$ cat config.mk
export PLATFORM = sky130hd
export DESIGN_NAME = sha_round_ctrl
export DESIGN_NICKNAME = d
export VERILOG_FILES = /design/src/rtl/sha_round_ctrl.sv
export SDC_FILE = /design/constraint.sdc
export NUM_CORES = 1
export LEC_CHECK = 0
export ABC_AREA = 1
export BUFFER_PORTS_ARGS = -buffer_cell sky130_fd_sc_hd__buf_4
export CAP_MARGIN = 20
export CORE_AREA = 2 2 39 41
export DETAILED_ROUTE_END_ITERATION = 7
export DIE_AREA = 0 0 41 43
export PLACE_DENSITY = 0.66
export SLEW_MARGIN = 10
export SYNTH_ARGS = -nofsm -noshare
export SYNTH_HDL_FRONTEND = slang
export SYNTH_SLANG_ARGS = --single-unit
$ cat constraint.sdc
create_clock -name clk -period 2.7 [get_ports clk]
set_input_delay 0.27 -clock clk [delete_from_list [all_inputs] [get_ports clk]]
set_output_delay 0.27 -clock clk [all_outputs]
set_load 0.02 [all_outputs]
$ cat src/rtl/sha_round_ctrl.sv
// -----------------------------------------------------------------------------
// sha_round_ctrl
//
// Round-sequencing controller for SHA-family compression cores. It accepts a
// first-block (init) or chained-block (next) command, then steps the datapath
// through LOAD, NUM_ROUNDS/UNROLL round cycles and a FINAL digest-accumulate
// cycle. The controller also supports abort and keeps a sticky digest-valid
// flag.
//
// Parameters:
//   NUM_ROUNDS  total compression rounds per block (multiple of UNROLL)
//   UNROLL      rounds executed by the datapath per clock (1, 2, 4 or 8)
//   CNT_W       width of the round index (derived)
//
// Ports:
//   clk, rst       clock, synchronous active-high reset
//   init           start a new message (IV load into digest, then block)
//   next           process a chained block from current digest
//   abort          drop the block in progress, no digest write
//   round          index of first round processed this cycle
//   w_load         load 16-word block into message schedule
//   ah_load        copy digest registers into working registers a..h
//   ah_update      advance working registers by UNROLL rounds
//   digest_init    load IV constants into digest registers
//   digest_we      accumulate a..h into digest registers
//   ready          idle; init/next accepted this cycle
//   digest_valid   digest registers hold a completed result
//   blk_cnt        (only with SHA_ROUND_CTRL_BLKCNT_EN) blocks completed
//                  since the last init, saturating
//
// Optional feature macro: SHA_ROUND_CTRL_BLKCNT_EN
// -----------------------------------------------------------------------------
module sha_round_ctrl #(
    parameter  int NUM_ROUNDS = 64,
    parameter  int UNROLL     = 1,
    localparam int CNT_W      = $clog2(NUM_ROUNDS)
) (
    input  logic             clk,
    input  logic             rst,
    input  logic             init,
    input  logic             next,
    input  logic             abort,
    output logic [CNT_W-1:0] round,
    output logic             w_load,
    output logic             ah_load,
    output logic             ah_update,
    output logic             digest_init,
    output logic             digest_we,
    output logic             ready,
    output logic             digest_valid
`ifdef SHA_ROUND_CTRL_BLKCNT_EN
    ,
    output logic [31:0]      blk_cnt
`endif
);

    // Elaboration-time parameter checks.
    if (NUM_ROUNDS < 2 || (NUM_ROUNDS % UNROLL) != 0) begin : g_bad_rounds
        $error("sha_round_ctrl: NUM_ROUNDS must be >= 2 and a multiple of UNROLL");
    end
    if (UNROLL != 1 && UNROLL != 2 && UNROLL != 4 && UNROLL != 8) begin : g_bad_unroll
        $error("sha_round_ctrl: UNROLL must be 1, 2, 4 or 8");
    end

    localparam logic [CNT_W-1:0] LAST_ROUND = CNT_W'(NUM_ROUNDS - UNROLL);
    localparam logic [CNT_W-1:0] ROUND_STEP = CNT_W'(UNROLL);

    typedef enum logic [1:0] {
        S_IDLE,
        S_LOAD,
        S_ROUNDS,
        S_FINAL
    } state_t;

    state_t           state_q, state_d;
    logic [CNT_W-1:0] round_q, round_d;
    logic             valid_q, valid_d;

    always_ff @(posedge clk) begin
        if (rst) begin
            state_q <= S_IDLE;
            round_q <= '0;
            valid_q <= 1'b0;
        end else begin
            state_q <= state_d;
            round_q <= round_d;
            valid_q <= valid_d;
        end
    end

    always_comb begin
        state_d     = state_q;
        round_d     = round_q;
        valid_d     = valid_q;
        w_load      = 1'b0;
        ah_load     = 1'b0;
        ah_update   = 1'b0;
        digest_init = 1'b0;
        digest_we   = 1'b0;

        case (state_q)
            S_IDLE: begin
                round_d = '0;
                // abort takes priority over a coincident command
                if (abort) begin
                    valid_d = 1'b0;
                end else if (init) begin
                    digest_init = 1'b1;
                    valid_d     = 1'b0;
                    state_d     = S_LOAD;
                end else if (next) begin
                    valid_d = 1'b0;
                    state_d = S_LOAD;
                end
            end

            S_LOAD: begin
                round_d = '0;
                if (abort) begin
                    state_d = S_IDLE;
                end else begin
                    w_load  = 1'b1;
                    ah_load = 1'b1;
                    state_d = S_ROUNDS;
                end
            end

            S_ROUNDS: begin
                if (abort) begin
                    round_d = '0;
                    state_d = S_IDLE;
                end else begin
                    ah_update = 1'b1;
                    // leave at the terminal index so the counter never wraps
                    if (round_q == LAST_ROUND) begin
                        round_d = '0;
                        state_d = S_FINAL;
                    end else begin
                        round_d = round_q + ROUND_STEP;
                    end
                end
            end

            S_FINAL: begin
                round_d = '0;
                state_d = S_IDLE;
                if (!abort) begin
                    digest_we = 1'b1;
                    valid_d   = 1'b1;
                end
            end

            default: begin
                round_d = '0;
                state_d = S_IDLE;
            end
        endcase
    end

    assign ready        = (state_q == S_IDLE);
    assign round        = round_q;
    assign digest_valid = valid_q;

`ifdef SHA_ROUND_CTRL_BLKCNT_EN
    logic [31:0] blk_cnt_q, blk_cnt_d;

    always_ff @(posedge clk) begin
        if (rst) begin
            blk_cnt_q <= '0;
        end else begin
            blk_cnt_q <= blk_cnt_d;
        end
    end

    // Only completed (non-aborted) FINAL cycles count; saturate at all-ones.
    always_comb begin
        blk_cnt_d = blk_cnt_q;
        if (state_q == S_IDLE && !abort && init) begin
            blk_cnt_d = '0;
        end else if (digest_we && blk_cnt_q != 32'hFFFF_FFFF) begin
            blk_cnt_d = blk_cnt_q + 32'd1;
        end
    end

    assign blk_cnt = blk_cnt_q;
`endif

endmodule

# --- Word level (Yosys, flattened, before mapping) ---
# Index checks and enable logic that the tools add are counted.
totals:
  ramBits: 0
  output_inout_bits: 13
  ff_bits: 9
  input_bits: 5
  romBits: 0
  memories: 0
  latchBits: 0
classes:
  n_eq_ne: 9
  n_div: 0
  magnitude_cmp: 0
  n_mux: 22
  bitwise: 0
  shifts: 0
  reduce_logical: 5
  add_sub_neg: 1
  n_mul: 0
op_table:
  columns: ["cell", "n"]
  rows:
  - ["two-way mux 2 bit", 6]
  - ["two-way mux 6 bit", 2]
  - ["case mux 6 bit (2 select lines)", 1]
  - ["two-way mux 1 bit", 11]
  - ["case mux 2 bit (4 select lines)", 1]
  - ["adder 6 x 1 -> 6 bit, second input constant", 1]
  - ["== test 6 bit, second input constant", 1]
  - ["!= test 3 bit, second input constant", 2]
  - ["AND reduction 3 bit", 2]
  - ["== test 2 bit, second input constant", 2]
  - ["!= test 2 bit, second input constant", 2]
  - ["!= test 4 bit, second input constant", 1]
  - ["OR reduction 3 bit", 1]
  - ["== test 2 x 1 -> 1 bit, second input constant", 1]
  - ["logical NOT 2 bit", 1]
  - ["case mux 1 bit (2 select lines)", 1]
  - ["nonzero test 2 bit", 1]

# --- Longest topological paths before layout ---
# Gate-level depths: netlist (run 1).
depth:
  ltp_word: 4
  mapped_depth: 8
  depth_no_buf: 8

# --- Worst setup path after synthesis (run 1) ---
# No wires, ideal clock.
synth_timing:
  kind: "register to output"
  from: "register state_q[0]"
  to: "output digest_init"
  required_time_ps: 2430
  path_slack_ps: 1275
  t_arrival_ps: 1155
  path_stages_with_launch: 5
  path_buffers: 0
  cell_sequence: "dfxtp_1 inv_1 ha_1 inv_1 nor2_1"
synth_via:
  elab_chain_len: 2
synth_rtl:
  columns: ["element", "line_no", "text"]
  rows:
  - ["from (decl)", "75", "state_t state_q, state_d;"]
  - ["from (signal assigned)", "85", "state_q <= state_d;"]
  - ["logical NOT 2 bit", null, null]
  - ["net ready", "49", "output logic ready,"]
  - ["two-way mux 1 bit", "101", "case (state_q)"]
  - ["to (decl)", "47", "output logic digest_init,"]
# The timed path passes the listed nets, and every way through them passes these cells.

# --- Worst setup path in the final report (run 1) ---
layout_timing:
  from: "register state_q[0]"
  to: "output digest_init"
layout_via:
  elab_chain_len: 2
layout_rtl:
  columns: ["element", "line_no"]
  rows:
  - ["logical NOT 2 bit", "101"]
  - ["two-way mux 1 bit", "101"]
# Every way passes these cells.

==> insert_results.sql, run 1 <==
INSERT INTO impl_metrics (metric_group, metric, value, unit) VALUES
('sta', 'pins_over_their_slew_limit', '0', ''),
('die', 'initial_core_util', '38.2', '%'),
('logic_synthesis', 'synthesis.instances', '65', ''),
('global_routing', 'grt_antenna_before_repair', '0', ''),
('global_routing', 'maximum_number_of_pins_on_one_net_before_global_route_repair', '6', ''),
('clocking', 'post-cts-setup-buffers', '0', ''),
('setup_path', 'path_buf_inv', '3', ''),
('run', 'max_cap_viol_count', '0', ''),
('setup_path', 'critPathMaxStageDelay', '330', 'ps'),
('route', 'count_of_nets_left_with_antenna_violations_after_detail_routing', '0', ''),
('die', 'rows', '14', ''),
('clocking', 'tritoncts', 'done', ''),
('logic_synthesis', 'synth_fp_nets', '75', ''),
('sta', 'relSlewSlack', '85.1', '%'),
('sta', 'final_hold_viol_count', '0', ''),
('setup_path', 'cp_top_family', 'buffers and inverters', ''),
('power', 'power.density_cell_area', '719', 'mW/mm^2'),
('setup_path', 'worst-endpoint-required', '2430', 'ps'),
('sta', 'min_period_over_period', '58.1', '%'),
('setup_path', 'path_common_cell', 'inv_1', ''),
('power', 'max-vdd-ir-drop', '0.000351', 'V'),
('logic_synthesis', 'synth_area', '529', 'um^2'),
('die', 'core_region_area', '0.00138', 'mm^2'),
('placed_design', 'postPlaceCellArea', '669', 'um^2'),
('setup_path', 'crit_path_start', 'state_q[0]$_SDFFE_PP0P_', ''),
('logic_synthesis', 'synth_xor_xnor_area_share', '6.62', '%'),
('placed_design', 'portBuffers', '17', ''),
('clocking', 'cts-resized-gates', '0', ''),
('setup_path', 'critPathArrivalTime', '1300', 'ps'),
('placed_design', 'gp_congestion', '0.734', ''),
('outcome', 'outcome', 'finished clean', ''),
('setup_path', 'critical_path.slowest_cell', 'dfxtp_1', ''),
('route', 'initialDrtViolationCount', '3', ''),
('setup_path', 'timing.critical_path.depth', '5', ''),
('die', 'design.portCount', '18', ''),
('final_layout', 'finalNetCount', '96', ''),
('route', 'via_count', '465', ''),
('clocking', 'clock_sink_count', '9', ''),
('global_routing', 'grtUsageTotal', '14.1', '%'),
('final_layout', 'layoutNonFillerInstCount', '101', ''),
('final_layout', 'num_antenna_cells', '0', ''),
('setup_path', 'timing.critical_path.to_type', 'output pin', ''),
('worst_hold_path', 'worst_hold_path_type', 'input port to flop', ''),
('sta', 'setup_repair_after_global_routing_missed_its_margin', 'false', ''),
('clocking', 'cts_hold_buf', '0', ''),
('placed_design', 'dp_cells', '97', ''),
('logic_synthesis', 'unique_masters_post_synth', '18', ''),
('logic_synthesis', 'synth.avg_cell_area', '8.14', 'um^2'),
('global_routing', 'first_global_vias', '444', ''),
('setup_path', 'r2r_path_start', 'state_q[1]$_SDFFE_PP0P_', ''),
('setup_path', 'rr_worst_depth', '6', ''),
('clocking', 'h-tree-depth', '1', ''),
('logic_synthesis', 'post_synth_and_or_nand_nor_area_fraction', '27.2', '%'),
('worst_hold_path', 'whs_endpoint', 'digest_valid$_SDFFE_PP0P_', ''),
('die', 'chipWidth', '41', 'um'),
('logic_synthesis', 'synth_compound_area_share', '12.5', '%'),
('sta', 'timing_worst_slew_pin_value', '222', 'ps'),
('sta', 'setup-tns-final', '0', 'ps'),
('sta', 'clock.fmax', '0.637', 'GHz'),
('placed_design', 'place_hpwl', '815', 'um'),
('sta', 'setup_viols_final', '0', ''),
('setup_path', 'path_cells', 'inv_1, ha_1, inv_1, nor2_1, buf_4', ''),
('setup_path', 'reg2reg_to', 'round[5]$_SDFF_PP0_', ''),
('die', 'chipHeight', '43', 'um'),
('logic_synthesis', 'synth_mux_area_share', '0', '%'),
('worst_hold_path', 'hold-path-cell-count', '2', ''),
('global_routing', 'global_route_wire_length_before_repair', '1700', 'um'),
('route', 'wire_per_inst', '9.41', 'um'),
('route', 'detail_route.first_pass.iterations', '2', ''),
('setup_path', 'startpoint_type', 'flop', ''),
('power', 'cellLeakagePower', '0.341', 'nW');
through the flow:
step	util [%]	power (W)	setup WS, ps	hold WS (ps)
finish	50.3	0.000500	1130	173
global route	50.3	0.000542	1020	172
CTS	50.3	0.000507	1120	169
detailed placement	48.4	0.000404	1410	444
global placement	48.4	0.000400	1470	437
floorplan	-	0.000335	1270	339
state kept, by name (all words and copies together), names as in the netlist:
name          cells
round             6
state_q           2
digest_valid      1
cell usage after synthesis:
| library cell | count | area (um^2) |
|---|---|---|
| nor2_1 | 10 | 37.5 |
| o21ai_1 | 2 | 10.0 |
| dfxtp_1 | 9 | 180 |
| ha_1 | 5 | 62.6 |
| a21oi_2 | 1 | 8.76 |
| nand3_1 | 3 | 15.0 |
| xnor2_1 | 2 | 17.5 |
| a21oi_1 | 2 | 10.0 |
| o21bai_4 | 2 | 37.5 |
| buf_4 | 1 | 7.51 |
| nor2_2 | 2 | 12.5 |
| nand2_2 | 1 | 6.26 |
| inv_1 | 8 | 30.0 |
| nand3_4 | 1 | 17.5 |
| xor2_1 | 2 | 17.5 |
| nand3_2 | 1 | 10.0 |
| nand2_1 | 12 | 45.0 |
| inv_2 | 1 | 3.75 |
cells by family after synthesis:
group                    after synthesis
AND/OR/NAND/NOR                       30
buffers and inverters                 10
flip-flops                             9
AO/OA/AOI/OAI                          7
adder cells (fa/ha/maj)                5
XOR/XNOR                               4
metal layers:
metal / part of all wire [%] / GRT usage [%]
met2: 51 / 21.6
met4: 0 / 6.00
met1: 43 / 17.2
met5: 0 / 0
met3: 5.4 / 4.71
final cells by class:
class	instances	area [um^2]
fill	134	688
tap	16	20.0
timing repair buffer	17	128
sequential	9	180
inverter	9	33.8
clock buffer	4	26.3
multi-input combinational	46	308
how the worst max path moves through the flow:
stage                                     end  slack (ps)
after CTS                         digest_init        1120
after global routing              digest_init        1020
after floorplan                   digest_init        1270
after detailed placement          digest_init        1410
final                             digest_init        1130
after global placement    round[5]$_SDFF_PP0_        1470
power breakdown:
group | switching (W) | internal, W | total, W | leakage [nW]
clock | 0.0000443 | 0.0000568 | 0.000101 | 0.0150
combinational | 0.000136 | 0.0000975 | 0.000233 | 0.253
sequential | 0.0000157 | 0.000150 | 0.000165 | 0.0730
No activity file was read; power rests on OpenSTA's default activity.
==> run 2: changes to the inputs <==
--- a/config.mk
+++ b/config.mk
@@ -5,13 +5,12 @@
 export SDC_FILE = /design/constraint.sdc
 export NUM_CORES = 1
 export LEC_CHECK = 0
-export ABC_AREA = 1
+export ABC_AREA = 0
 export BUFFER_PORTS_ARGS = -buffer_cell sky130_fd_sc_hd__buf_4
 export CAP_MARGIN = 20
 export CORE_AREA = 2 2 39 41
 export DETAILED_ROUTE_END_ITERATION = 7
 export DIE_AREA = 0 0 41 43
-export PLACE_DENSITY = 0.66
 export SLEW_MARGIN = 10
 export SYNTH_ARGS = -nofsm -noshare
 export SYNTH_HDL_FRONTEND = slang
==> constraint.sdc (replaced) <==
create_clock -name clk -period 1.6 [get_ports clk]
set_input_delay 0.16 -clock clk [delete_from_list [all_inputs] [get_ports clk]]
set_output_delay 0.16 -clock clk [all_outputs]
set_load 0.02 [all_outputs]
==> run 2 against run 1 <==
Worst hold slack got worse by 68 ps. Critical endpoint is now round[5]$_SDFF_PP0_. Critical path type is now flop to flop. Wire length rose by 12%. Register-to-register slack worse by 1400 ps.
==> insert_results.sql, run 2 <==
INSERT INTO impl_metrics (metric_group, metric, value, unit) VALUES
('placed_design', 'portBuffers', '17', ''),
('clocking', 'cts_root_cell', 'clkbuf_4', ''),
('worst_hold_path', 'worst_hold_path_type', 'input port to flop', ''),
('logic_synthesis', 'synth-warning-count', '0', ''),
('setup_path', 'worst-endpoint-required', '1800', 'ps'),
('power', 'max-vdd-ir-drop', '0.000314', 'V'),
('logic_synthesis', 'synthAdderAreaFrac', '12.1', '%'),
('sta', 'clock.fmax', '0.650', 'GHz'),
('logic_synthesis', 'synth_xor_xnor_area_share', '5.08', '%'),
('power', 'power.density_cell_area', '752', 'mW/mm^2'),
('final_layout', 'largest_register_ff_count', '6', ''),
('sta', 'final_hold_viol_count', '0', ''),
('sta', 'worst_clock_skew', '3.87', 'ps'),
('logic_synthesis', 'synth_top_family_by_area', 'simple AND/OR/NAND/NOR gates', ''),
('final_layout', 'post_route_cells_drive_above_1_share', '35.8', '%'),
('route', 'dr_wl_met3', '98', 'um'),
('global_routing', 'grt_overflow', '0', ''),
('final_layout', 'mostFrequentLayoutCell', 'buf_4', ''),
('final_layout', 'finalNetCount', '92', ''),
('clocking', 'clock_sink_count', '9', ''),
('route', 'count_of_nets_left_with_antenna_violations_after_detail_routing', '0', ''),
('logic_synthesis', 'synth.avg_cell_area', '8.91', 'um^2'),
('logic_synthesis', 'synth_mux_area_share', '0', '%'),
('final_layout', 'storage_element_area', '181', 'um^2'),
('die', 'core_region_area', '0.00138', 'mm^2'),
('die', 'initial_core_util', '37.3', '%'),
('route', 'wire_per_inst', '11.0', 'um'),
('final_layout', 'fin_util', '51.1', '%'),
('global_routing', 'grtUsageTotal', '15.0', '%'),
('logic_synthesis', 'yosys_register_bits', '9', ''),
('clocking', 'clkTransAtPathRegs', '60', 'ps'),
('logic_synthesis', 'synth_fp_nets', '68', ''),
('die', 'floorplan.die_area', '0.00176', 'mm^2'),
('logic_synthesis', 'unique_masters_post_synth', '26', ''),
('logic_synthesis', 'top_ff_cell_synth', 'dfxtp_1', ''),
('placed_design', 'place_hpwl', '853', 'um'),
('logic_synthesis', 'leading_cell_type_by_number_of_instances_after_synthesis', 'dfxtp_1', ''),
('final_layout', 'final_cell_mix', 'buf_4 (20), dfxtp_1 (8)', ''),
('clocking', 'tritoncts', 'done', ''),
('route', 'via_count', '479', ''),
('logic_synthesis', 'ys_seq_area_share', '34.9', '%'),
('logic_synthesis', 'synth-async-reset-ratio', '0', '%'),
('placed_design', 'gp_congestion', '0.720', ''),
('clocking', 'h-tree-depth', '1', ''),
('die', 'chipWidth', '41', 'um'),
('logic_synthesis', 'synth.cells.most_frequent', 'dfxtp_1 (9), ha_1 (5), inv_1 (5), nor2_1 (5), o21ai_0 (5)', ''),
('route', 'met1Wirelength', '434', 'um'),
('setup_path', 'timing.critical_path.to_type', 'flop', ''),
('setup_path', 'crit_path_max_fanout', '4', ''),
('logic_synthesis', 'synth_top_cells_by_area', 'dfxtp_1 (35%), ha_1 (12%), o21ai_0 (4.8%)', ''),
('setup_path', 'crit_path_start', 'state_q[0]$_SDFFE_PP0P_', ''),
('clocking', 'max-clock-path-buffers', '2', ''),
('logic_synthesis', 'synth_compound_area_share', '19.6', '%'),
('sta', 'min_period_over_period', '96.1', '%'),
('logic_synthesis', 'synth_edf_count', '0', ''),
('global_routing', 'maximum_number_of_pins_on_one_net_before_global_route_repair', '9', ''),
('global_routing', 'first_global_vias', '428', ''),
('sta', 'timing_worst_slew_pin_value', '221', 'ps'),
('worst_hold_path', 'timing.hold.worst.start', 'rst', ''),
('logic_synthesis', 'synth.top_cell.area_share', '34.9', '%'),
('clocking', 'numCtsBuffers', '3', ''),
('die', 'design.portCount', '18', ''),
('clocking', 'cts_hold_buf', '0', ''),
('final_layout', 'fillerInstances', '132', ''),
('route', 'initialDrtViolationCount', '2', ''),
('run', 'max_cap_viol_count', '0', ''),
('global_routing', 'global_route_wire_length_before_repair', '1690', 'um'),
('route', 'maxUsedRoutingLayer', 'met4', ''),
('sta', 'setup_repair_after_global_routing_missed_its_margin', 'false', ''),
('final_layout', 'multi_input_area', '310', 'um^2'),
('sta', 'setup_viols_final', '0', ''),
('sta', 'setup-tns-final', '0', 'ps'),
('route', 'vias_per_cell', '4.94', ''),
('die', 'chipHeight', '43', 'um'),
('logic_synthesis', 'synth_top_area_cell', 'dfxtp_1', ''),
('setup_path', 'startpoint_type', 'flop', ''),
('setup_path', 'r2r_path_start', 'state_q[0]$_SDFFE_PP0P_', ''),
('clocking', 'worstSkewPairLatency', '260', 'ps'),
('setup_path', 'worst-setup-path-type', 'flop to flop', ''),
('final_layout', 'num_antenna_cells', '0', ''),
('sta', 'post-route-min-period', '1540', 'ps'),
('logic_synthesis', 'post_synth_and_or_nand_nor_area_fraction', '23.2', '%'),
('sta', 'relSlewSlack', '85.2', '%'),
('outcome', 'outcome', 'finished clean', ''),
('die', 'rows', '14', ''),
('logic_synthesis', 'synth_area', '517', 'um^2'),
('route', 'detail_route.first_pass.iterations', '2', ''),
('sta', 'pins_over_their_slew_limit', '0', ''),
('route', 'totalWireLength', '1060', 'um'),
('final_layout', 'syn2layout_area_growth', '36.8', '%'),
('logic_synthesis', 'synthesis.instances', '58', ''),
('route', 'post-route-drc-count', '0', ''),
('route', 'detailroute.wirelength.met2', '519', 'um'),
('global_routing', 'grt_antenna_before_repair', '0', ''),
('setup_path', 'critPathArrivalTime', '1740', 'ps'),
('power', 'cellLeakagePower', '0.324', 'nW');
[run 2: critical path, stage by stage (launching register included)]
cell and delay, ps:
dfxtp_2 350, inv_1 80, ha_1 280, or4b_4 470, a21o_4 220, a21oi_2 90
[run 2: final timing paths]
check        cells after the start  slack (ps)                         to
max                              5          60        round[5]$_SDFF_PP0_
min                              2         100  digest_valid$_SDFFE_PP0P_
max reg2reg                      5          60        round[5]$_SDFF_PP0_
min reg2reg                      1         470        round[0]$_SDFF_PP0_
[run 2: area by class of cell]
class | instances | share of cell area, %
Timing Repair Buffer | 20 | 21.2
Multi-Input combinational cell | 43 | 43.9
Clock buffer | 4 | 3.72
Sequential cell | 9 | 25.7
Tap cell | 16 | 2.83
Inverter | 5 | 2.65
[run 2: cells by family after synthesis]
kind of cell	count (synthesis)
AOI/OAI and AO/OA	14
xor gates and xnor gates	3
adders and majority gates	5
buffers and inverters	6
DFF	9
and+or+nand+nor	21
[run 2: power breakdown]
group / total, W / internal [W] / switching (W)
sequential: 0.000239 / 0.000232 / 0.00000695
combinational: 0.000121 / 0.0000577 / 0.0000630
clock: 0.000172 / 0.0000959 / 0.0000757
total: 0.000531 / 0.000386 / 0.000146
[run 2: repair_timing]
item	4_1_cts	5_1_grt
resized for setup	1	0
setup endpoints to repair	2	2
setup buffers	0	1
[run 2: routing by layer]
layer	vias to the layer above	global-route usage, %
met1	213	15.9
met2	18	23.8
li1	246	-
met4	0	10.0
met5	-	0
met3	2	4.71
[run 2: through the flow]
step	cells	total power (W)	cell area [um^2]	worst slack (ps)	hold WS, ps
2_1_floorplan	58	0.000314	517	97.7	229
3_3_place_gp	92	0.000361	672	55.0	373
3_5_place_dp	92	0.000362	672	4.40	368
4_1_cts	96	0.000538	699	41.6	90.9
5_1_grt	97	0.000561	707	13.5	108
6_report	97	0.000531	707	62.5	104
==> run 3: changes to the inputs <==
--- a/config.mk
+++ b/config.mk
@@ -8,9 +8,9 @@
 export ABC_AREA = 0
 export BUFFER_PORTS_ARGS = -buffer_cell sky130_fd_sc_hd__buf_4
 export CAP_MARGIN = 20
-export CORE_AREA = 2 2 39 41
+export CORE_AREA = 8 8 45 47
 export DETAILED_ROUTE_END_ITERATION = 7
-export DIE_AREA = 0 0 41 43
+export DIE_AREA = 0 0 53 55
 export SLEW_MARGIN = 10
 export SYNTH_ARGS = -nofsm -noshare
 export SYNTH_HDL_FRONTEND = slang
==> run 3 against run 2 <==
Critical path depth unchanged. Total power down 0.96%. Sequential power about the same. Die area up 65%. First-iteration DRC count unchanged. Worst hold slack better by 8.5 ps. Clock power down 2%. Clock skew up 2.8 ps. Cell count down 1.0%. Critical endpoint is now round[3]$_SDFF_PP0_.
==> insert_results.sql, run 3 (synthesis results as in run 2) <==
INSERT INTO impl_metrics (metric_group, metric, value, unit) VALUES
('clocking', 'post-cts-setup-buffers', '0', ''),
('clocking', 'numCtsBuffers', '3', ''),
('setup_path', 'startpoint_type', 'flop', ''),
('power', 'max-vdd-ir-drop', '0.000433', 'V'),
('setup_path', 'cp_top_family', 'simple AND/OR/NAND/NOR gates', ''),
('worst_hold_path', 'timing.hold.worst.start', 'rst', ''),
('route', 'detail_route.first_pass.iterations', '2', ''),
('final_layout', 'num_antenna_cells', '0', ''),
('route', 'initialDrtViolationCount', '2', ''),
('die', 'rows', '14', ''),
('final_layout', 'finalNetCount', '91', ''),
('die', 'floorplan.die_area', '0.00292', 'mm^2'),
('power', 'switching_share', '27.1', '%'),
('power', 'comb_power_share', '22.7', '%'),
('sta', 'setup-tns-final', '0', 'ps'),
('sta', 'setup_viols_final', '0', ''),
('route', 'via_count', '479', ''),
('power', 'total_switching_power', '0.000143', 'W'),
('setup_path', 'critical_path.slowest_cell', 'or4b_4', ''),
('power', 'sequentialPowerShare', '45.4', '%'),
('run', 'max_cap_viol_count', '0', ''),
('setup_path', 'worst-endpoint-required', '1800', 'ps'),
('route', 'wire_per_inst', '12.4', 'um'),
('route', 'post-route-drc-count', '0', ''),
('sta', 'min_period_over_period', '95.4', '%'),
('sta', 'pins_over_their_slew_limit', '0', ''),
('placed_design', 'portBuffers', '17', ''),
('clocking', 'h-tree-depth', '1', ''),
('worst_hold_path', 'whs_endpoint', 'digest_valid$_SDFFE_PP0P_', ''),
('final_layout', 'largest_register_ff_count', '6', ''),
('global_routing', 'global_route_wire_length_before_repair', '2000', 'um'),
('sta', 'setup_repair_after_global_routing_missed_its_margin', 'false', ''),
('setup_path', 'setup_slack_on_the_worst_flop_to_flop_path', '70', 'ps'),
('global_routing', 'maximum_number_of_pins_on_one_net_before_global_route_repair', '9', ''),
('clocking', 'cts_root_cell', 'clkbuf_4', ''),
('sta', 'final_hold_viol_count', '0', ''),
('placed_design', 'dp_cells', '92', ''),
('setup_path', 'r2r_path_start', 'state_q[0]$_SDFFE_PP0P_', ''),
('placed_design', 'place_hpwl', '981', 'um'),
('global_routing', 'grt_overflow', '0', ''),
('final_layout', 'multi_input_area', '310', 'um^2'),
('route', 'count_of_nets_left_with_antenna_violations_after_detail_routing', '0', ''),
('route', 'vias_per_cell', '4.99', ''),
('clocking', 'tritoncts', 'done', ''),
('global_routing', 'first_global_vias', '476', ''),
('clocking', 'max-clock-path-buffers', '2', ''),
('outcome', 'outcome', 'finished clean', ''),
('final_layout', 'post_route_cells_drive_above_1_share', '35.0', '%'),
('final_layout', 'layoutNonFillerInstCount', '96', ''),
('sta', 'post-route-min-period', '1530', 'ps'),
('clocking', 'worstSkewPairLatency', '250', 'ps'),
('route', 'totalWireLength', '1190', 'um'),
('power', 'clkPwrFrac', '32.0', '%'),
('global_routing', 'grtUsageTotal', '9.30', '%'),
('sta', 'relSlewSlack', '86.5', '%'),
('setup_path', 'timing.critical_path.to_type', 'flop', ''),
('sta', 'worst_clock_skew', '6.70', 'ps'),
('clocking', 'clock_sink_count', '9', ''),
('setup_path', 'rr_worst_depth', '5', ''),
('setup_path', 'reg2reg_to', 'round[3]$_SDFF_PP0_', ''),
('setup_path', 'crit_path_start', 'state_q[0]$_SDFFE_PP0P_', ''),
('global_routing', 'grt_antenna_before_repair', '0', ''),
('clocking', 'cts-resized-gates', '0', ''),
('clocking', 'cts_hold_buf', '0', ''),
('final_layout', 'storage_element_area', '181', 'um^2'),
('setup_path', 'worst-setup-path-type', 'flop to flop', ''),
('final_layout', 'final_cell_mix', 'buf_4 (19), dfxtp_1 (8)', ''),
('clocking', 'clkTransAtPathRegs', '60', 'ps'),
('sta', 'timing_worst_slew_pin_value', '200', 'ps'),
('die', 'initial_core_util', '37.3', '%'),
('worst_hold_path', 'hold-path-cell-count', '2', ''),
('die', 'design.portCount', '18', ''),
('die', 'core_region_area', '0.00138', 'mm^2'),
('setup_path', 'critPathMaxStageDelay', '470', 'ps'),
('die', 'chipWidth', '53', 'um'),
('power', 'cellLeakagePower', '0.319', 'nW'),
('setup_path', 'crit_path_max_fanout', '4', ''),
('die', 'chipHeight', '55', 'um'),
('setup_path', 'path_cells', 'inv_1, ha_1, or4b_4, a21o_4, nor2_2', ''),
('final_layout', 'syn2layout_area_growth', '35.4', '%'),
('power', 'power.density_cell_area', '753', 'mW/mm^2'),
('final_layout', 'mostFrequentLayoutCell', 'buf_4', ''),
('final_layout', 'fillerInstances', '146', ''),
('sta', 'clock.fmax', '0.655', 'GHz'),
('setup_path', 'path_buf_inv', '1', ''),
('setup_path', 'critPathArrivalTime', '1730', 'ps'),
('worst_hold_path', 'worst_hold_path_type', 'input port to flop', ''),
('placed_design', 'gp_congestion', '0.703', ''),
('power', 'internal-power', '0.000384', 'W');
-- run 3: final cells by class --
class	instances	share of cell area, %
Tap cell	16	2.86
Sequential cell	9	25.9
Timing Repair Buffer	19	20.4
Multi-Input combinational cell	43	44.4
Clock buffer	4	3.76
Inverter	5	2.68
-- run 3: power by group through the flow --
stage	sequential, W	combinational (W)	clock (W)
floorplan	0.000244	0.0000695	0
global placement	0.000242	0.000119	0
detailed placement	0.000243	0.000121	0
CTS	0.000238	0.000121	0.000176
global route	0.000240	0.000132	0.000188
finish	0.000239	0.000119	0.000168
-- run 3: worst max path at each step --
stage / slack (ps) / to / depth (start not counted)
6_report: 70 / round[3]$_SDFF_PP0_ / 5
5_1_grt: 10 / round[5]$_SDFF_PP0_ / 5
4_1_cts: 10 / round[5]$_SDFF_PP0_ / 5
3_5_place_dp: 10 / round[5]$_SDFF_PP0_ / 5
3_3_place_gp: 60 / round[5]$_SDFF_PP0_ / 5
2_1_floorplan: 100 / round[5]$_SDFF_PP0_ / 5
-- run 3: routing by layer --
metal	global-route usage, %	share of wire (%)	up-vias
met1	9.47	43	216
met2	15.2	45	16
li1	-	-	245
met5	0	0	-
met4	6.47	1.2	0
met3	4.01	11	2
-- run 3: per-stage QoR --
stage	hold slack [ps]	cell area [um^2]	power (W)	setup slack (ps)	utilization, %
after detailed placement	369	672	0.000364	14.4	48.6
after floorplan	229	517	0.000314	97.7	-
after global routing	111	699	0.000560	10.2	50.5
after CTS	99.4	698	0.000535	10.1	50.5
final	113	699	0.000526	74.0	50.5
after global placement	373	672	0.000362	56.7	48.6
